===== src/rtl/updown_sweep_ctrl.sv =====
// -----------------------------------------------------------------------------
// updown_sweep_ctrl
//
// Sequencer for an external W-bit up/down counter. On an accepted start it
// loads the counter with the low bound, then steps it lo->hi->lo ("one sweep")
// N times by watching the counter's q and driving step/direction. Supports
// pause (freeze), abort (return to idle without completion) and reports
// completion (done) and rejected starts (err).
//
// Ports
//   clk           rising-edge clock
//   reset         asynchronous, active-high reset
//   start         request a sweep run; only looked at in IDLE
//   abort         cancel a running sweep (wins over pause)
//   pause         freeze counting and all state while high
//   lo_in, hi_in  sweep bounds, captured on an accepted start
//   n_in          number of sweeps, captured on an accepted start
//   cnt_q         current value of the external counter
//   cnt_load      counter load strobe (combinational)
//   cnt_load_val  counter load value (combinational)
//   cnt_en        counter step enable (combinational)
//   cnt_up        step direction, 1 = +1, 0 = -1 (combinational)
//   busy          registered; high in UP/DOWN/DONE
//   done          registered; one-cycle pulse at run completion
//   err           registered; one-cycle pulse after a rejected start
//   sweeps_done   registered; sweeps completed in the current run
// -----------------------------------------------------------------------------
module updown_sweep_ctrl #(
    parameter int W  = 4,
    parameter int NW = 4
) (
    input  logic          clk,
    input  logic          reset,
    input  logic          start,
    input  logic          abort,
    input  logic          pause,
    input  logic [W-1:0]  lo_in,
    input  logic [W-1:0]  hi_in,
    input  logic [NW-1:0] n_in,
    input  logic [W-1:0]  cnt_q,
    output logic          cnt_load,
    output logic [W-1:0]  cnt_load_val,
    output logic          cnt_en,
    output logic          cnt_up,
    output logic          busy,
    output logic          done,
    output logic          err,
    output logic [NW-1:0] sweeps_done
);

    typedef enum logic [1:0] {
        ST_IDLE = 2'd0,
        ST_UP   = 2'd1,
        ST_DOWN = 2'd2,
        ST_DONE = 2'd3
    } state_t;

    state_t        state_reg, state_next;
    logic [W-1:0]  lo_reg, lo_next;
    logic [W-1:0]  hi_reg, hi_next;
    logic [NW-1:0] n_reg, n_next;
    logic [NW-1:0] sweeps_reg, sweeps_next;
    logic          busy_reg, done_reg, err_reg;
    logic          err_next;

    logic          start_valid;
    logic [NW-1:0] sweeps_inc;

    assign start_valid = (lo_in < hi_in) && (n_in != '0);
    assign sweeps_inc  = sweeps_reg + NW'(1);

    always_ff @(posedge clk or posedge reset) begin
        if (reset) begin
            state_reg  <= ST_IDLE;
            lo_reg     <= '0;
            hi_reg     <= '0;
            n_reg      <= '0;
            sweeps_reg <= '0;
            busy_reg   <= 1'b0;
            done_reg   <= 1'b0;
            err_reg    <= 1'b0;
        end else begin
            state_reg  <= state_next;
            lo_reg     <= lo_next;
            hi_reg     <= hi_next;
            n_reg      <= n_next;
            sweeps_reg <= sweeps_next;
            // Status flags are derived from the state being entered so they
            // line up with that state's cycle.
            busy_reg   <= (state_next != ST_IDLE);
            done_reg   <= (state_next == ST_DONE);
            err_reg    <= err_next;
        end
    end

    always_comb begin
        state_next   = state_reg;
        lo_next      = lo_reg;
        hi_next      = hi_reg;
        n_next       = n_reg;
        sweeps_next  = sweeps_reg;
        err_next     = 1'b0;
        cnt_load     = 1'b0;
        cnt_load_val = '0;
        cnt_en       = 1'b0;
        cnt_up       = 1'b0;

        case (state_reg)
            ST_IDLE: begin
                cnt_load_val = lo_in;
                if (start) begin
                    if (start_valid) begin
                        cnt_load    = 1'b1;
                        lo_next     = lo_in;
                        hi_next     = hi_in;
                        n_next      = n_in;
                        sweeps_next = '0;
                        state_next  = ST_UP;
                    end else begin
                        err_next = 1'b1;
                    end
                end
            end

            ST_UP: begin
                if (abort) begin
                    state_next = ST_IDLE;
                end else if (!pause) begin
                    cnt_en = 1'b1;
                    // Turn at the top: the same cycle already steps down, so
                    // the counter never sits on hi for two cycles.
                    if (cnt_q == hi_reg) begin
                        cnt_up     = 1'b0;
                        state_next = ST_DOWN;
                    end else begin
                        cnt_up = 1'b1;
                    end
                end
            end

            ST_DOWN: begin
                if (abort) begin
                    state_next = ST_IDLE;
                end else if (!pause) begin
                    if (cnt_q != lo_reg) begin
                        cnt_en = 1'b1;
                        cnt_up = 1'b0;
                    end else begin
                        sweeps_next = sweeps_inc;
                        if (sweeps_inc == n_reg) begin
                            state_next = ST_DONE;
                        end else begin
                            cnt_en     = 1'b1;
                            cnt_up     = 1'b1;
                            state_next = ST_UP;
                        end
                    end
                end
            end

            ST_DONE: begin
                state_next = ST_IDLE;
            end

            default: begin
                state_next = ST_IDLE;
            end
        endcase

        // While reset is held the counter must see no activity at all.
        if (reset) begin
            cnt_load     = 1'b0;
            cnt_load_val = '0;
            cnt_en       = 1'b0;
            cnt_up       = 1'b0;
        end
    end

    assign busy        = busy_reg;
    assign done        = done_reg;
    assign err         = err_reg;
    assign sweeps_done = sweeps_reg;

endmodule


===== config.mk =====
export PLATFORM = sky130hd
export DESIGN_NAME = updown_sweep_ctrl
export DESIGN_NICKNAME = d
export VERILOG_FILES = /design/src/rtl/updown_sweep_ctrl.sv
export SDC_FILE = /design/constraint.sdc
export NUM_CORES = 1
export LEC_CHECK = 0
export ABC_CLOCK_PERIOD_IN_PS = 5600
export CAP_MARGIN = 20
export CORE_MARGIN = 2
export CORE_UTILIZATION = 40
export CTS_BUF_LIST = sky130_fd_sc_hd__clkbuf_8 sky130_fd_sc_hd__clkbuf_16
export DETAILED_ROUTE_END_ITERATION = 8
export GPL_TIMING_DRIVEN = 0
export PLACE_DENSITY = 0.68
export SYNTH_ARGS = -nofsm -noshare
export SYNTH_HDL_FRONTEND = slang
export SYNTH_SLANG_ARGS = --single-unit

===== constraint.sdc =====
create_clock -name clk -period 5.6 [get_ports clk]
set_clock_uncertainty 0.05 [all_clocks]
set_input_delay 1.12 -clock clk [delete_from_list [all_inputs] [get_ports clk]]
set_output_delay 1.12 -clock clk [all_outputs]
set_load 0.02 [all_outputs]

# After elaboration in Yosys (flattened, before gate mapping)
# Index checks and enable logic that the tools add are counted.
[word_totals]
in_bits = 21
register_bits = 21
[op_classes]
addsub = 1
reduce_logical = 7
n_lt_le_gt_ge = 1
mux = 41
n_eq_ne = 12
[ops]
columns = ["op", "count"]
rows = [
  ["two-way mux 4 bit", 7],
  ["two-way mux 1 bit", 21],
  ["two-way mux 2 bit", 9],
  ["!= test 2 bit (second input constant)", 5],
  ["equality test 4 bit", 2],
  ["case mux 2 bit (4 select lines)", 1],
  ["case mux 4 bit (2 select lines)", 1],
  ["equality test 2 bit (second input constant)", 3],
  ["AND reduction 6 bit", 1],
  ["adder 4 x 1 -> 4 bit (second input constant)", 1],
  ["less-than comparator 4 bit", 1],
  ["!= test 4 bit", 1],
  ["case mux 1 bit (2 select lines)", 2],
  ["nonzero test 2 bit", 2],
  ["nonzero test 4 bit", 1],
  ["AND reduction 3 bit", 1],
  ["equality test 2 x 1 -> 1 bit (second input constant)", 1],
  ["logical NOT 2 bit", 1],
  ["logical AND 1 bit", 1],
]

# Depth between registers and ports, before layout
# Gate-level depths: netlist of run 1.
[depth]
ltp_word = 8
ltp_mapped = 8
ltp_nobuf = 7

# Worst setup path before layout of run 1
# No wires, ideal clock.
[synth_path]
path_kind = "input -> output"
startpoint = "in hi_in[1]"
endpoint = "out cnt_load"
stages = 7
required_ns = 4.430
arrival_ns = 2.578
slack_ns = 1.852
cell_sequence = "inv_1 -> ha_1 -> a211o_1 -> a211oi_2 -> nand3_4 -> buf_6 -> nor2_1"
[synth_via]
elab_chain_len = 6
[synth_lines]
columns = ["item", "line_no", "rtl"]
rows = [
  ["start, declared", "38", "input logic [W-1:0] hi_in,"],
  ["less-than comparator 4 bit", "69", "assign start_valid = (lo_in < hi_in) && (n_in != '0);"],
  ["logical AND 1 bit", "69", ""],
  ["two-way mux 1 bit", "112", "if (start_valid) begin"],
  ["two-way mux 1 bit", "111", "if (start) begin"],
  ["two-way mux 1 bit", "108", "case (state_reg)"],
  ["two-way mux 1 bit", "171", "if (reset) begin"],
  ["end, declared", "41", "output logic cnt_load,"],
]
# Every way passes these cells.

# Worst setup path in the final report of run 1
# Same ends and word-level chain as after synthesis.

==> flow_summary_export.csv, run 1 <==
group,metric,value,unit
run_status,outcome,"finished, final reports clean",
yosys,synth-xor-area-share,9.30,%
final_layout,final_cells,215,
cts,postCtsSetupBuffers,0,
final_layout,nets,200,
power,p_per_area,337,mW/mm^2
yosys,ys_ff_latch,21,
yosys,avgSynthCellArea,9.92,um^2
die,die_x,61.4,um
placed_design,io_buffers,34,
die,die_h,61.4,um
final_layout,syn_to_final_growth,33.4,%
drt,final_antenna_net_count,0,
timing,relSlewSlack,41.6,%
grt,overflow,0,
timing,worst_slew_pin_slew,874,ps
setup_path,worstPathArrival,3540,ps
cts,tritoncts,"yes",
die,io_pins,35,
setup_path,max_stage_delay,600,ps
cts,cts.sinks,21,
grt,grt_pass1_vias,1125,
yosys,synth_fa_ha_area_share,6.64,%
drt,vias,1093,
die,rows,20,
drt,vias_per_cell,5.08,
final_layout,final.fill_count,304,
setup_path,cp_max_fo,10,
timing,drv_slew,0,
yosys,synth_nets,161,
drt,drt_first_pass_iters,4,
drt,post_drt_wl_per_cell,14.2,um
power,p_leak,0.751,nW
cts,clockBufferDepth,2,
yosys,yosysTopAreaCell,"dfrtp_1",
die,core-area,0.00310,mm^2
cts,htree_levels,1,
timing,max_clock_freq,212,MHz
yosys,synthMuxAreaShare,8.54,%
job,cap_viol_max_count,0,
yosys,synth_top_family_by_area,"simple AND/OR/NAND/NOR gates",
timing,setup_viol,0,
hold_path,hold_class,"reg2reg",
grt,grt_pass1_wl,5.10,mm
yosys,synth_compound_area_share,14.3,%
die,initial_utilization,42.5,%
cts,clk_latency,260,ps
placed_design,dp_cells,211,
yosys,postSynthCellCount,133,
drt,drc,0,
yosys,synthTopCellsByArea,"dfrtp_1 40%, xnor2_1 8.0%, ha_1 6.6%, mux2_2 5.1%, o21ai_0 4.2%",
setup_path,crit_path_start_kind,"input pin",
cts,cts_root_buf,"clkbuf_8",
yosys,synth_cell_type_count,34,
cts,clk_pin_slew_worst_paths,70,ps
yosys,synth_area,0.00132,mm^2
power,ir_worst_vdd,0.198,mV
yosys,ys_seq_area_share,39.8,%
cts,cts_resized,0,
final_layout,diodes,0,
drt,drtIter0Drc,27,
yosys,synth_warnings,0,
setup_path,endpoint_kind,"primary output",
drt,drt_wl_total,3.05,mm
yosys,synthSimpleGateAreaFrac,16.7,%
grt,antenna_found_initial,0,
cts,hold_buffers,0,
placed_design,hpwl,2.47,mm
placed_design,gp_congestion,0.831,
setup_path,cp_common_cell,"clkdlybuf4s50_1",
yosys,yosysTopAreaCellShare,39.8,%
setup_path,crit_slowest_cell,"clkdlybuf4s50_1",
setup_path,worstSetupPathType,"in2out",
final_layout,drive_above_1_share,11.7,%
setup_path,required,4430,ps
grt,grt.total_usage,18.4,%
timing,rsz0062_at_grt,"no",
setup_path,path_cells,"clkdlybuf4s50_1, inv_1, ha_1, a211o_1, a211oi_2, nand3_4, buf_6, nor2_1, clkdlybuf4s50_1",
timing,hold_viol_final,0,
timing,fin_crit_sh,84.1,%
cts,numCtsBuffers,3,
timing,tns,0,ps
timing,period_minus_slack,4710,ps
die,die_area,0.00377,mm^2
grt,grt_max_degree,26,
==> placed cells by master, fill, tap and decap left out, drive strengths merged <==
master,count
a2111oi,1
a211o,1
a211oi,2
a21boi,1
a21oi,1
and3,5
buf,2
clkbuf,4
clkdlybuf4s50,34
dfrtp,21
ha,7
inv,12
mux2,9
nand2,9
nand2b,2
nand3,4
nand3b,2
nand4,3
nor2,9
nor3,3
nor4,1
o211ai,5
o21a,2
o21ai,12
o221ai,1
o22ai,1
or2,1
or3,1
or3b,1
xnor2,12
xor2,2
==> layout make-up <==
type	instances	area [um^2]	area share [%]
tap	44	55.1	3.13
multi-input combinational	98	732	41.6
buffer	3	20.0	1.14
clock inverter	1	3.75	0.213
sequential	21	526	29.9
inverter	11	41.3	2.35
clock buffer	3	41.3	2.35
timing repair buffer	34	340	19.3
==> logic make-up (layout without fill, tap and decap cells) <==
family / Yosys count / after routing
buf+inv: 14 / 52
simple gates: 41 / 41
xor+xnor: 14 / 14
fa+ha+maj: 7 / 7
mux: 9 / 9
flops: 21 / 21
compound gates: 27 / 27
==> power breakdown <==
group	switching [mW]	internal (mW)
combinational	0.123	0.131
sequential	0.0380	0.204
clock	0.0491	0.0489
total	0.210	0.384
==> critical path: cells and delay by family <==
kind                       cells  cell delay [ps]
AOI/OAI and AO/OA              2              590
adders and majority gates      1              260
buffers and inverters          4             1290
and+or+nand+nor                2              260
==> cells in the mapped netlist <==
| cell type | n |
|---|---|
| nor2_1 | 9 |
| nand3_4 | 1 |
| inv_1 | 11 |
| nor4_1 | 1 |
| nand3b_1 | 2 |
| o21a_1 | 2 |
| xnor2_1 | 12 |
| clkbuf_1 | 1 |
| and3_1 | 5 |
| nand4_1 | 3 |
| buf_6 | 1 |
| o21ai_0 | 11 |
| xor2_1 | 2 |
| o221ai_1 | 1 |
| or3_1 | 1 |
| mux2_2 | 6 |
| a21boi_0 | 1 |
| mux2_4 | 3 |
| or3b_2 | 1 |
| o21ai_1 | 1 |
| dfrtp_1 | 21 |
| o22ai_1 | 1 |
| ha_1 | 7 |
| a2111oi_2 | 1 |
| nand2_1 | 9 |
| nand2b_1 | 2 |
| a211oi_2 | 2 |
| a21oi_1 | 1 |
| or2_2 | 1 |
| buf_2 | 1 |
| nor3_1 | 3 |
| o211ai_1 | 5 |
| a211o_1 | 1 |
| nand3_1 | 3 |
==> per-layer routing <==
| metal | track usage (%) | share of wire [%] | vias up |
|---|---|---|---|
| met5 | 0 | 0 | - |
| met1 | 23.6 | 45 | 510 |
| met3 | 3.57 | 4.9 | 6 |
| met2 | 31.6 | 49 | 33 |
| li1 | - | - | 544 |
| met4 | 5.47 | 1.4 | 0 |
==> stage by stage <==
step                hold WS [ps]  area (um^2)  utilization (%)  power, mW  worst slack [ps]
global placement             438         1710             55.2      0.489               882
detailed placement           448         1710             55.2      0.500               860
finish                       468         1760             56.7      0.593               893
global route                 508         1760             56.7      0.634               758
floorplan                    419         1320                -      0.415              1850
CTS                          466         1760             56.7      0.599               871
==> final timing paths <==
kind | depth (start not counted) | to | from | slack [ps]
min in group asynchronous | 2 | lo_reg[2]$_DFFE_PP0N_ | reset | 1370
max in group asynchronous | 2 | sweeps_done[1]$_DFFE_PP0P_ | reset | 3590
worst min-delay path | 2 | hi_reg[3]$_DFFE_PP0N_ | hi_reg[3]$_DFFE_PP0N_ | 470
worst max-delay path | 9 | cnt_load | hi_in[1] | 890
worst max register to register | 8 | busy$_DFF_PP0_ | state_reg[1]$_DFF_PP0_ | 3710
worst min register to register | 2 | hi_reg[3]$_DFFE_PP0N_ | hi_reg[3]$_DFFE_PP0N_ | 470
(Power assumes the default switching activity.)
==> run 2, diff against run 1 <==
- ABC_CLOCK_PERIOD_IN_PS: 5600 -> 4000
- PLACE_DENSITY: 0.68 -> 0.71
- clock period: 5.6 -> 4 ns (I/O delays scaled with it)
==> flow_summary_export.csv, run 2 (synthesis results as in run 1) <==
group,metric,value,unit
drt,drt_first_pass_iters,5,
grt,grt_max_degree,26,
timing,rsz0062_at_grt,"no",
cts,hold_buffers,0,
power,p_leak,0.759,nW
cts,tritoncts,"yes",
run_status,outcome,"finished, final reports clean",
grt,grt_pass1_vias,1213,
grt,antenna_found_initial,0,
die,rows,20,
grt,grt_pass1_wl,5.19,mm
placed_design,gp_congestion,0.758,
die,die_h,61.4,um
die,core-area,0.00310,mm^2
cts,htree_levels,1,
setup_path,endpoint_kind,"primary output",
setup_path,reg2regPathDepth,8,
timing,setup_viol,0,
cts,cts.sinks,21,
final_layout,final_common_cell,"clkdlybuf4s50_1",
timing,drv_slew,0,
final_layout,fin_util,57.2,%
cts,clockBufferDepth,2,
power,ir_worst_vdd,0.312,mV
setup_path,r2r-start,"state_reg[1]$_DFF_PP0_",
drt,drt_wl_total,3.05,mm
hold_path,worstHoldStart,"hi_reg[3]$_DFFE_PP0N_",
placed_design,io_buffers,34,
placed_design,place_area,0.00171,mm^2
drt,final_antenna_net_count,0,
placed_design,hpwl,2.36,mm
grt,overflow,0,
drt,post_drt_wl_per_cell,14.1,um
setup_path,worstPathArrival,3010,ps
drt,vias,1116,
final_layout,stdcell_area,0.00177,mm^2
grt,grt.total_usage,18.7,%
final_layout,syn_to_final_growth,34.5,%
cts,numCtsBuffers,3,
setup_path,r2r_end,"busy$_DFF_PP0_",
timing,hold_viol_final,0,
final_layout,nets,201,
die,io_pins,35,
final_layout,final_cell_mix,"33 x clkdlybuf4s50_1, 21 x dfrtp_1, 12 x inv_1, 12 x xnor2_1, 11 x o21ai_0",
setup_path,worstSetupPathType,"in2out",
die,initial_utilization,42.5,%
power,p_per_area,470,mW/mm^2
die,die_x,61.4,um
setup_path,crit_path_start_kind,"input pin",
hold_path,whs_path_depth,2,
hold_path,hold-path-endpoint,"hi_reg[3]$_DFFE_PP0N_",
setup_path,rrSetupSlack,2150,ps
cts,clk_pin_slew_worst_paths,70,ps
timing,max_clock_freq,259,MHz
final_layout,diodes,0,
timing,period_minus_slack,3860,ps
final_layout,drive_above_1_share,12.2,%
timing,worst_slew_pin_slew,905,ps
timing,relSlewSlack,39.6,%
die,die_area,0.00377,mm^2
setup_path,cp_max_fo,10,
setup_path,required,3150,ps
cts,cts_root_buf,"clkbuf_8",
drt,drtIter0Drc,44,
final_layout,final.fill_count,298,
job,cap_viol_max_count,0,
drt,drc,0,
timing,fin_crit_sh,96.6,%
drt,vias_per_cell,5.17,
hold_path,hold_class,"reg2reg",
cts,clk_latency,260,ps
[run 2: cell count changes in the layout (fill, tap and decap cells not counted), sizes merged]
cell / before / now
buf: 2 / 3
clkdlybuf4s15: 0 / 1
clkdlybuf4s50: 34 / 33
[run 2: where the power goes]
group | internal (mW) | switching, mW | total [mW]
Combinational | 0.186 | 0.174 | 0.360
Sequential | 0.286 | 0.0510 | 0.337
Clock | 0.0685 | 0.0687 | 0.137
[run 2: layout make-up]
type                    count  area [um^2]  area share (%)
clock buffers               3         41.3            2.33
well taps                  44         55.1            3.10
plain buffers               3         20.0            1.13
multi-input cells          98          739            41.7
clock inverters             1         3.75           0.212
repair buffers             35          348            19.6
inverters                  11         41.3            2.33
flip-flops and latches     21          526            29.6
[run 2: worst max-delay path by stage]
| stage | start | endpoint | slack, ps | depth (start not counted) |
|---|---|---|---|---|
| 2_1_floorplan | hi_in[1] | cnt_load | 890 | 7 |
| 3_3_place_gp | hi_in[1] | cnt_load | -100 | 9 |
| 3_5_place_dp | hi_in[1] | cnt_load | -140 | 9 |
| 4_1_cts | hi_in[1] | cnt_load | 90 | 9 |
| 5_1_grt | hi_in[1] | cnt_load | 4 | 9 |
| 6_report | hi_in[1] | cnt_load | 140 | 9 |
[run 2: metal layers]
| metal | up-vias | global-route usage, % | part of all wire, % |
|---|---|---|---|
| met2 | 28 | 33.0 | 49 |
| met3 | 7 | 4.62 | 4.6 |
| li1 | 552 | - | - |
| met5 | - | 0 | 0 |
| met1 | 529 | 23.4 | 46 |
| met4 | 0 | 3.65 | 0.82 |
[run 2: timing repair]
action	CTS	global route
setup buffers	1	0
endpoints found under the setup margin	1	1
resized for setup	1	2
cloned	0	0
pin swaps	1	0
[run 2: worst max-delay path, stage by stage]
cell,delay [ps]
clkdlybuf4s50_1,460
inv_1,50
ha_1,270
a211o_1,330
a211oi_4,330
nand3_4,180
buf_6,190
nor2_1,90
clkdlybuf4s15_1,310
[run 2: through the flow]
step | power [mW] | TNS (ps) | setup slack (ps) | cells | hold slack, ps
after floorplan | 0.581 | 0 | 892 | 133 | 419
after global placement | 0.683 | -98.4 | -98.4 | 211 | 433
after detailed placement | 0.699 | -143 | -143 | 211 | 449
after CTS | 0.841 | 0 | 92.1 | 216 | 467
after global routing | 0.898 | 0 | 3.69 | 216 | 504
final | 0.834 | 0 | 136 | 216 | 462
==> run 3, diff against run 2 <==
--- a/config.mk
+++ b/config.mk
@@ -15,2 +15,3 @@
 export PLACE_DENSITY = 0.71
+export REMOVE_ABC_BUFFERS = 1
 export SYNTH_ARGS = -nofsm -noshare
--- a/constraint.sdc
+++ b/constraint.sdc
@@ -4,2 +4,2 @@
 set_output_delay 0.8 -clock clk [all_outputs]
-set_load 0.02 [all_outputs]
+set_load 0.005 [all_outputs]
==> flow_summary_export.csv, run 3 (synthesis results as in run 1) <==
group,metric,value,unit
setup_path,cp_max_fo,2,
final_layout,drive_above_1_share,11.2,%
final_layout,final.fill_count,301,
die,rows,20,
die,io_pins,35,
cts,cts.sinks,21,
setup_path,rrSetupSlack,2050,ps
setup_path,max_stage_delay,500,ps
die,initial_utilization,42.5,%
die,die_x,61.4,um
hold_path,whs_path_depth,2,
die,die_h,61.4,um
run_status,outcome,"finished, final reports clean",
timing,relSlewSlack,39.5,%
power,netSwitchingFraction,34.5,%
setup_path,worstPathArrival,2950,ps
die,die_area,0.00377,mm^2
timing,max_clock_freq,263,MHz
setup_path,crit_path_start_kind,"input pin",
cts,htree_levels,1,
grt,overflow,0,
final_layout,fin_util,56.3,%
hold_path,worstHoldStart,"hi_reg[3]$_DFFE_PP0N_",
setup_path,endpoint_kind,"primary output",
timing,holdWs,453,ps
final_layout,nets,198,
drt,drt_first_pass_iters,4,
drt,final_antenna_net_count,0,
timing,drv_slew,0,
grt,antenna_found_initial,0,
grt,grtUsageMet3,2.94,%
power,power_frac_seq,40.9,%
cts,clk_latency,270,ps
drt,vias,1137,
grt,busiest_layer,"met2",
setup_path,r2r-start,"state_reg[1]$_DFF_PP0_",
drt,vias_per_cell,5.34,
placed_design,place_area,0.00169,mm^2
final_layout,seqCellArea,526,um^2
final_layout,final_cell_mix,"34 x clkdlybuf4s50_1, 21 x dfrtp_1, 12 x inv_1, 12 x xnor2_1, 11 x o21ai_0",
grt,grt.total_usage,19.5,%
setup_path,reg2regPathDepth,7,
grt,grt_pass1_wl,5.44,mm
final_layout,stdcell_area,0.00175,mm^2
timing,setup_viol,0,
power,p_per_area,468,mW/mm^2
setup_path,crit_slowest_cell,"clkdlybuf4s50_1",
hold_path,hold_class,"reg2reg",
setup_path,r2r_end,"busy$_DFF_PP0_",
power,power.share.clock,17.7,%
drt,drtIter0Drc,89,
job,cap_viol_max_count,0,
final_layout,multi_input_comb_area,732,um^2
cts,numCtsBuffers,3,
power,internal-power,0.536,mW
timing,worst_slew_pin_slew,907,ps
placed_design,gp_congestion,0.791,
setup_path,required,3150,ps
power,ir_worst_vdd,0.256,mV
cts,cts_root_buf,"clkbuf_8",
setup_path,cp_common_cell,"clkdlybuf4s50_1",
grt,grt_max_degree,26,
hold_path,hold-path-endpoint,"hi_reg[3]$_DFFE_PP0N_",
cts,hold_buffers,0,
drt,drt_wl_total,3.18,mm
cts,clockBufferDepth,2,
timing,period_minus_slack,3800,ps
power,p_leak,0.745,nW
final_layout,final_common_cell,"clkdlybuf4s50_1",
cts,tritoncts,"yes",
power,p_comb_share,41.4,%
drt,post_drt_wl_per_cell,14.9,um
cts,clk_pin_slew_worst_paths,70,ps
cts,postCtsSetupBuffers,1,
grt,use_met1,27.0,%
final_layout,syn_to_final_growth,32.4,%
placed_design,io_buffers,34,
timing,rsz0062_at_grt,"no",
setup_path,path_cells,"clkdlybuf4s50_1, inv_1, ha_1, a211o_1, a211oi_2, nand3_4, nor2_1, clkdlybuf4s50_1",
die,core-area,0.00310,mm^2
timing,hold_viol_final,0,
power,p_sw,0.282,mW
cts,cts_resized,0,
final_layout,diodes,0,
timing,fin_crit_sh,95.0,%
placed_design,hpwl,2.36,mm
power,power,0.818,mW
setup_path,worstSetupPathType,"in2out",
drt,drc,0,
grt,gr-usage-met2,31.9,%
grt,grt_pass1_vias,1134,
==> run 3: critical path: cells and delay by family <==
family                   cells  cell delay [ps]
AND/OR/NAND/NOR              2              220
buffers and inverters        3             1010
AO/OA/AOI/OAI                2              640
adder cells (fa/ha/maj)      1              270
==> run 3: worst max-delay path by stage <==
| stage | depth (start not counted) | end | from | slack, ps |
|---|---|---|---|---|
| floorplan | 6 | cnt_load | hi_in[1] | 1130 |
| global placement | 8 | cnt_load | hi_in[1] | 40 |
| detailed placement | 8 | cnt_load | hi_in[1] | -10 |
| CTS | 8 | cnt_load | hi_in[1] | 200 |
| global route | 8 | cnt_load | hi_in[1] | 80 |
| finish | 8 | cnt_load | hi_in[1] | 200 |
==> run 3: cell type report <==
| cell class | instances | area share [%] |
|---|---|---|
| Sequential cell | 21 | 30.1 |
| Timing Repair Buffer | 35 | 19.9 |
| Multi-Input combinational cell | 98 | 41.9 |
| Clock inverter | 1 | 0.215 |
| Tap cell | 44 | 3.15 |
| Clock buffer | 3 | 2.36 |
| Inverter | 11 | 2.36 |
==> run 3: per-stage QoR <==
stage	std cells	setup WS (ps)	setup TNS (ps)
3_3_place_gp	208	40.5	0
5_1_grt	213	84.2	0
4_1_cts	213	201	0
2_1_floorplan	130	1130	0
6_report	213	200	0
3_5_place_dp	208	-9.64	-9.64
==> run 3: power groups by stage <==
stage	Sequential [mW]	Clock, mW	Combinational [mW]
floorplan	0.328	0	0.230
global placement	0.338	0	0.321
detailed placement	0.341	0	0.331
CTS	0.337	0.147	0.338
global route	0.344	0.156	0.370
finish	0.335	0.145	0.339
==> run 3: layer usage <==
| layer | wire length [um] | up-vias |
|---|---|---|
| li1 | - | 541 |
| met4 | 48 | 0 |
| met5 | 0 | - |
| met3 | 173 | 7 |
| met2 | 1540 | 42 |
| met1 | 1420 | 547 |
